==> src/rtl/fpga1_sender.sv <==
// rtl/fpga1_sender.sv - FPGA1->FPGA2 burst transmitter with req/rdy/ack handshake and timeouts
module fpga1_sender #(
    parameter int BURST_LEN      = 10,
    parameter int HOLD_CYCLES    = 8,
    parameter int TIMEOUT_CYCLES = 1024,
    parameter int GAP_CYCLES     = 8
) (
    input  logic        clk,
    input  logic        rst,
    input  logic        start,
    input  logic [31:0] s_data,
    input  logic        s_valid,
    output logic        s_ready,
    output logic [31:0] data_out,
    output logic        req_out,
    output logic        send_done,
    input  logic        rdy_in,
    input  logic        ack_in,
    output logic        busy,
    output logic        done_ok,
    output logic        err_timeout,
    output logic [9:0]  words_sent
);
    localparam int TW = (TIMEOUT_CYCLES > 1) ? $clog2(TIMEOUT_CYCLES) : 1;
    localparam int HW = $clog2(HOLD_CYCLES);
    localparam int GW = (GAP_CYCLES > 1) ? $clog2(GAP_CYCLES) : 1;

    localparam logic [TW-1:0] TIMER_LAST = TW'(TIMEOUT_CYCLES - 1);
    // Non-final words leave HOLD one cycle early: the FETCH cycle completes the hold window.
    localparam logic [HW-1:0] HOLD_MID   = HW'(HOLD_CYCLES - 2);
    localparam logic [HW-1:0] HOLD_LAST  = HW'(HOLD_CYCLES - 1);
    localparam logic [GW-1:0] GAP_LAST   = GW'(GAP_CYCLES - 1);
    localparam logic [9:0]    BURST_LAST = 10'(BURST_LEN);

    typedef enum logic [2:0] {
        IDLE,
        WAIT_RDY,
        FETCH,
        HOLD,
        WAIT_ACK,
        GAP
    } state_t;

    state_t        state;
    logic [TW-1:0] timer;
    logic [HW-1:0] hold_cnt;
    logic [GW-1:0] gap_cnt;

    logic rdy_meta, rdy_s, rdy_d;
    logic ack_meta, ack_s;

    always_ff @(posedge clk) begin
        if (rst) begin
            rdy_meta <= 1'b0;
            rdy_s    <= 1'b0;
            rdy_d    <= 1'b0;
            ack_meta <= 1'b0;
            ack_s    <= 1'b0;
        end else begin
            rdy_meta <= rdy_in;
            rdy_s    <= rdy_meta;
            rdy_d    <= rdy_s;
            ack_meta <= ack_in;
            ack_s    <= ack_meta;
        end
    end

    always_ff @(posedge clk) begin
        if (rst) begin
            state       <= IDLE;
            timer       <= '0;
            hold_cnt    <= '0;
            gap_cnt     <= '0;
            s_ready     <= 1'b0;
            data_out    <= '0;
            req_out     <= 1'b0;
            send_done   <= 1'b0;
            busy        <= 1'b0;
            done_ok     <= 1'b0;
            err_timeout <= 1'b0;
            words_sent  <= '0;
        end else begin
            done_ok     <= 1'b0;
            err_timeout <= 1'b0;
            // Receiver dropping rdy mid-burst is an abort, reported like a timeout.
            if ((state == FETCH || state == HOLD) && !rdy_s) begin
                s_ready     <= 1'b0;
                req_out     <= 1'b0;
                send_done   <= 1'b0;
                err_timeout <= 1'b1;
                gap_cnt     <= '0;
                state       <= GAP;
            end else begin
                case (state)
                    IDLE: begin
                        if (start) begin
                            words_sent <= '0;
                            timer      <= '0;
                            req_out    <= 1'b1;
                            busy       <= 1'b1;
                            state      <= WAIT_RDY;
                        end
                    end
                    WAIT_RDY: begin
                        if (rdy_s) begin
                            s_ready <= 1'b1;
                            state   <= FETCH;
                        end else if (timer == TIMER_LAST) begin
                            req_out     <= 1'b0;
                            err_timeout <= 1'b1;
                            gap_cnt     <= '0;
                            state       <= GAP;
                        end else begin
                            timer <= timer + 1'b1;
                        end
                    end
                    FETCH: begin
                        if (s_valid) begin
                            data_out   <= s_data;
                            s_ready    <= 1'b0;
                            hold_cnt   <= '0;
                            words_sent <= words_sent + 10'd1;
                            state      <= HOLD;
                        end
                    end
                    HOLD: begin
                        if (words_sent == BURST_LAST) begin
                            if (hold_cnt == HOLD_LAST) begin
                                send_done <= 1'b1;
                                timer     <= '0;
                                state     <= WAIT_ACK;
                            end else begin
                                hold_cnt <= hold_cnt + 1'b1;
                            end
                        end else if (hold_cnt == HOLD_MID) begin
                            s_ready <= 1'b1;
                            state   <= FETCH;
                        end else begin
                            hold_cnt <= hold_cnt + 1'b1;
                        end
                    end
                    WAIT_ACK: begin
                        // A falling rdy also completes, covering an ack pulse lost in synchronization.
                        if (ack_s || (rdy_d && !rdy_s)) begin
                            req_out   <= 1'b0;
                            send_done <= 1'b0;
                            done_ok   <= 1'b1;
                            gap_cnt   <= '0;
                            state     <= GAP;
                        end else if (timer == TIMER_LAST) begin
                            req_out     <= 1'b0;
                            send_done   <= 1'b0;
                            err_timeout <= 1'b1;
                            gap_cnt     <= '0;
                            state       <= GAP;
                        end else begin
                            timer <= timer + 1'b1;
                        end
                    end
                    GAP: begin
                        if (gap_cnt == GAP_LAST) begin
                            busy  <= 1'b0;
                            state <= IDLE;
                        end else begin
                            gap_cnt <= gap_cnt + 1'b1;
                        end
                    end
                    default: state <= IDLE;
                endcase
            end
        end
    end
endmodule

==> config.mk <==
export PLATFORM = sky130hd
export DESIGN_NAME = fpga1_sender
export DESIGN_NICKNAME = d
export VERILOG_FILES = /design/src/rtl/fpga1_sender.sv
export SDC_FILE = /design/constraint.sdc
export NUM_CORES = 1
export LEC_CHECK = 0
export CAP_MARGIN = 25
export CORE_MARGIN = 1.5
export CORE_UTILIZATION = 30
export CTS_CLUSTER_SIZE = 8
export DETAILED_ROUTE_END_ITERATION = 12
export GPL_TIMING_DRIVEN = 0
export PLACE_DENSITY = 0.55
export RECOVER_POWER = 50
export SLEW_MARGIN = 40
export SYNTH_ARGS = -nofsm -noshare
export SYNTH_HDL_FRONTEND = slang
export SYNTH_SLANG_ARGS = --single-unit
==> constraint.sdc <==
create_clock -name clk -period 2.15 [get_ports clk]
set_clock_uncertainty 0.15 [all_clocks]
set_input_delay 0.5375 -clock clk [delete_from_list [all_inputs] [get_ports clk]]
set_output_delay 0.5375 -clock clk [all_outputs]
set_load 0.05 [all_outputs]
* After elaboration in Yosys (flattened, before gate mapping)
Cells that the tools add are included.
** Cells by class
- $add $sub $neg :: 4
- Equality and inequality tests :: 31
- Multiplexer cells :: 53
- Bitwise gates (word level) :: 2
- Reductions and logical operators :: 27
** Operator list (number)
- $mux 10 :: 7
- $mux 3 :: 18
- $pmux 10 s4 :: 1
- $add 10x1->10 const B :: 2
- $pmux 10 s2 :: 1
- $reduce_and 5->1 :: 4
- $mux 1 :: 18
- $pmux 3 s6 :: 1
- $ne 2x2->1 const B :: 8
- $eq 3x3->1 const B :: 5
- $ne 3x3->1 const B :: 5
- $reduce_and 4->1 :: 3
- $eq 10x10->1 const B :: 1
- $eq 10x4->1 const B :: 1
- $pmux 3 s3 :: 1
- $reduce_and 3->1 :: 3
- $reduce_bool 3->1 :: 3
- $reduce_bool 2->1 :: 4
- $reduce_and 7->1 :: 1
- $add 3x1->3 const B :: 2
- $eq 3x2->1 const B :: 2
- $ne 2x1->1 const B :: 3
- $ne 3x2->1 const B :: 2
- $pmux 1 s2 :: 3
- 14 further kinds :: 18
** Word-level totals
- Flip-flop bits (word level) :: 72
- Bits of input ports :: 38
- Logic and storage cells :: 135

* Longest topological paths before layout
- Word-level depth :: 6
- Mapped depth :: 8
- Mapped depth without buffers :: 7

* Worst setup path before layout
Ideal clock, no wire load.
- Path type :: register to register
- Start point :: register words_sent[0]
- End point :: register hold_cnt[2]
- Library setup time :: 0.070 ns
- Arrival time :: 2.156 ns
- Path slack :: -0.226 ns
- Cell stages (with the launch flop) :: 9
- Clock period less this slack :: 2.376 ns
- Cells stage by stage :: dfxtp_1 inv_1 ha_1 nor4b_2 and3_1 or2_1 buf_2 mux2_1 a21oi_1
** On the way
- Word-level cells in the longest chain between the ends :: 3
- Elaborated cells on any way between the ends :: 6
- Those cells by class :: eq/ne (3); mux (2); reduce/logical (1)
** Ends and longest elaborated chain
- from (decl) :: RTL line 22 : output logic [9:0] words_sent
- from (signal assigned) :: RTL line 122 : words_sent <= words_sent + 10'd1;
- $eq 10x4->1 (*) :: RTL line 127 : if (words_sent == BURST_LAST) begin
- $ne 3x3->1 (no source line) / $mux 3 (equally long branches)
- $reduce_and 5->1 (no source line) / $pmux 3 s2 (equally long branches)
- to (signal assigned) :: RTL line 133 : hold_cnt <= hold_cnt + 1'b1;
- to (signal assigned) :: RTL line 139 : hold_cnt <= hold_cnt + 1'b1;
- to (decl) :: RTL line 46 : logic [HW-1:0] hold_cnt;
Mark *: on every way between the ends. The rest lies on a longest branch, timed or not.
A chain may end at the register's enable or synchronous reset.

* Worst setup path after layout
- Start point :: register words_sent[4]
- End point :: output words_sent[4]
No word-level cell between the ends.

==> impl_metrics.json <==
{
  "finalCritPeriodShare": 0.9758,
  "fmax_mhz": 476.6,
  "drive_gt1_frac": 0.1085,
  "ys_ff_latch": 72,
  "fp.dieW_um": 108.2,
  "synthAdderAreaFrac": 0.03013,
  "min_from": "rdy_meta",
  "netlist_instances": 407,
  "reg2reg_depth": 7,
  "synth_top_area_frac": 0.4339,
  "cpPeakStageDelay_ns": 0.55,
  "startpoint_type": "register",
  "pwr-share-comb": 0.098,
  "pin_count": 86,
  "insertion_delay_ns": 0.34,
  "reg2reg_to": "hold_cnt[2]",
  "yosys.area.top_type": "dfxtp_1",
  "yosys.area_share.simple": 0.2844,
  "cp_num_buf_inv": 1,
  "clock-root-buffer": "clkbuf_8",
  "postCtsHoldBufs": 0,
  "port_buffers": 85,
  "synth.area.mux_share": 0.01544,
  "drtPass1Iterations": 4,
  "grt_pass1_vias": 3024,
  "drc": 0,
  "area_delta_synth_final_pct": 39.02,
  "worstSetupPathType": "register to primary output",
  "ctsHtreeMaxLevel": 3,
  "cts_inserted_buffers": 9,
  "slew_headroom": 0.4982,
  "synth_top_family_by_area": "simple AND/OR/NAND/NOR gates",
  "synth_edf_count": 0,
  "cts_max_path_buffers": 2,
  "via_count": 3197,
  "clkPwrFrac": 0.442,
  "synth_cell_types": 56,
  "grtUsageTotal": 0.1545,
  "rr_startpoint": "words_sent[0]",
  "synth_compound_area_frac": 0.1751,
  "first_iter_violations": 156,
  "cp.required_ns": 1.46,
  "hold_slack_ns": 0.2881,
  "ir_worst_vdd_uv": 317.0,
  "postRouteAntennaNets": 0,
  "synth_xor_area_frac": 0.02373,
  "async_reset_ff_frac": 0,
  "initial_utilization": 0.3064,
  "grt_pass1_wl_mm": 14.30,
  "syn_nets": 453,
  "wire_per_inst_um": 13.68,
  "hold_viol": 0,
  "holdCritPathClass": "register to register",
  "die_area_um2": 11710,
  "syn_area_per_cell_um2": 8.162,
  "numClockSinks": 72,
  "crit_start": "words_sent[4]",
  "critical-path-top-delay-family": "buffers and inverters",
  "p_total_mw": 2.962,
  "crit_fanout": 7,
  "crit_chain": "clkdlybuf4s15_1",
  "nNetsFinal": 548,
  "min_to": "rdy_s",
  "finalCriticalPeriod_ns": 2.098,
  "ys_seq_area_frac": 0.4339,
  "synth_area_leaders": "dfxtp_1 43%, nand2_1 9.6%, a21oi_1 8.9%, ha_1 3.0%, nor2_1 2.9%",
  "hold_depth": 1,
  "fp-row-count": 38,
  "yosys_warnings": 0,
  "dp_hpwl_mm": 6.375,
  "drt_wl_total_mm": 8.853,
  "worst_pin_slew_ns": 0.7527,
  "setup_violations": 0,
  "clk_pin_slew_ns": 0.08,
  "grt_overflow": 0,
  "critPathSlowestCell": "clkdlybuf4s15_1",
  "cp.arrival_ns": 1.41,
  "r2r_setup_slack_ns": 0.10,
  "seqPwrFrac": 0.459,
  "antenna_cells": 0,
  "ys.flop_type": "dfxtp_1",
  "slew_viol_final": 0,
  "synthesis.area_um2": 3322,
  "coreArea_um2": 10840,
  "leakagePower_nw": 1.810,
  "gp_congestion": 0.8470,
  "vias_per_cell": 4.941,
  "outcome": "complete, no violations",
  "rsz0062_at_grt": "true",
  "endpoint_kind": "primary output",
  "powerDensity_nw_per_um2": 641.4,
  "die_h_um": 108.2,
  "antenna_found_initial": 0,
  "maxCapViolCount": 0,
  "tritoncts": "yes",
  "p_sw_uw": 704.5,
  "grt_max_degree": 14,
  "swShare": 0.2378,
  "p_int_mw": 2.258
}
## repair_timing
action | CTS | global route
hold endpoints to repair | 0 | 0
pin swaps | 1 | 4
setup buffers | 0 | 1
setup endpoints to repair | 80 | 52
resized for setup | 55 | 27
## per-layer routing
layer | global-route usage | wire (um) | vias to the layer above
met3 | 0.03858 | 343 | 8
li1 | - | - | 1599
met1 | 0.1820 | 3918 | 1529
met4 | 0.04605 | 108 | 0
met2 | 0.2753 | 4482 | 61
met5 | 0 | 0 | -
## power by group through the flow
stage          Sequential, mW  Combinational (mW)  Clock, mW
2_1_floorplan            1.41               0.133          0
3_3_place_gp             1.39               0.284          0
3_5_place_dp             1.39               0.287          0
4_1_cts                  1.36               0.284       1.34
5_1_grt                  1.36               0.316       1.41
6_report                 1.36               0.292       1.31
## cell usage after synthesis, types with 2 or more instances
cell and number:
o211ai_1 2, nand3_1 6, xor2_1 2, or3b_1 4, a211oi_1 6, nand4_1 6
xnor2_1 7, nor2b_1 7, ha_1 8, nand2b_1 10, and4_1 2, nor3_2 3
dfxtp_1 72, and3_1 7, inv_1 7, mux2i_1 4, nand2_1 85, buf_2 6
or2_2 2, a21oi_1 59, clkbuf_1 15, o21a_1 3, nand3b_1 5, nor2_1 26
a31oi_1 7, nor3_1 7, o21ai_0 10
## through the flow
stage          worst slack (ns)  area (um2)  instances  setup TNS [ns]    util
2_1_floorplan           0.07932        3327        407               0       -
3_3_place_gp            -0.5374        4353        632          -19.85  0.4015
3_5_place_dp            -0.5768        4353        632          -20.71  0.4015
4_1_cts                0.003319        4552        648               0  0.4199
5_1_grt                -0.02652        4618        647        -0.06242  0.4260
6_report                0.05196        4618        647               0  0.4260
## final cells by class
| type | instances | area, um2 |
|---|---|---|
| fillers | 1118 | 6222 |
| multi-input cells | 306 | 1831 |
| flip-flops and latches | 72 | 1446 |
| repair buffers | 86 | 795.8 |
| well taps | 140 | 175.2 |
| clock buffers | 10 | 127.6 |
| clock inverters | 6 | 116.4 |
| plain buffers | 20 | 100.1 |
| inverters | 7 | 26.28 |
## flip-flops by register name, summed over array words and instances (netlist names), 3 cells and up
| name | flops |
|---|---|
| state | 3 |
| words_sent | 10 |
| hold_cnt | 3 |
| data_out | 32 |
| timer | 10 |
| gap_cnt | 3 |
## layout by cell type (no fill, tap or decap), types with 2 or more instances in the layout
master / instances
nor2b_4: 2
clkbuf_1: 11
a21oi_1: 59
o21a_1: 3
o21ai_2: 2
bufinv_16: 3
nor3_2: 3
xnor2_1: 7
mux2i_1: 4
clkinv_4: 2
nand2b_1: 10
nand3_1: 6
dfxtp_1: 70
dlygate4sd2_1: 45
nor2b_1: 6
or3b_1: 4
nor3_1: 7
buf_2: 5
nand2_1: 85
o211ai_1: 2
clkbuf_2: 3
ha_1: 7
and3_1: 6
nand4_1: 6
clkdlybuf4s50_1: 37
clkdlybuf4s15_1: 2
nand3b_1: 5
a211oi_1: 5
a31oi_1: 7
clkbuf_8: 9
xor2_1: 2
o21ai_0: 9
inv_1: 7
nor2_1: 25
or2_2: 2
clkbuf_4: 2
## cells by family (layout without fill, tap and decap cells)
group,after synthesis,count (layout)
fa+ha+maj,8,8
xor+xnor,9,9
compound gates,99,99
mux,5,5
simple gates,185,185
buf+inv,29,129
flops,72,72
## worst max path at each step
stage	endpoint	slack, ns	cells after the start
finish	words_sent[4]	0.05	1
global route	words_sent[4]	-0.03	1
floorplan	hold_cnt[2]	0.08	8
detailed placement	data_out[16]	-0.58	7
global placement	data_out[16]	-0.54	7
CTS	done_ok	0.003	1
No activity file was read; power rests on OpenSTA's default activity.
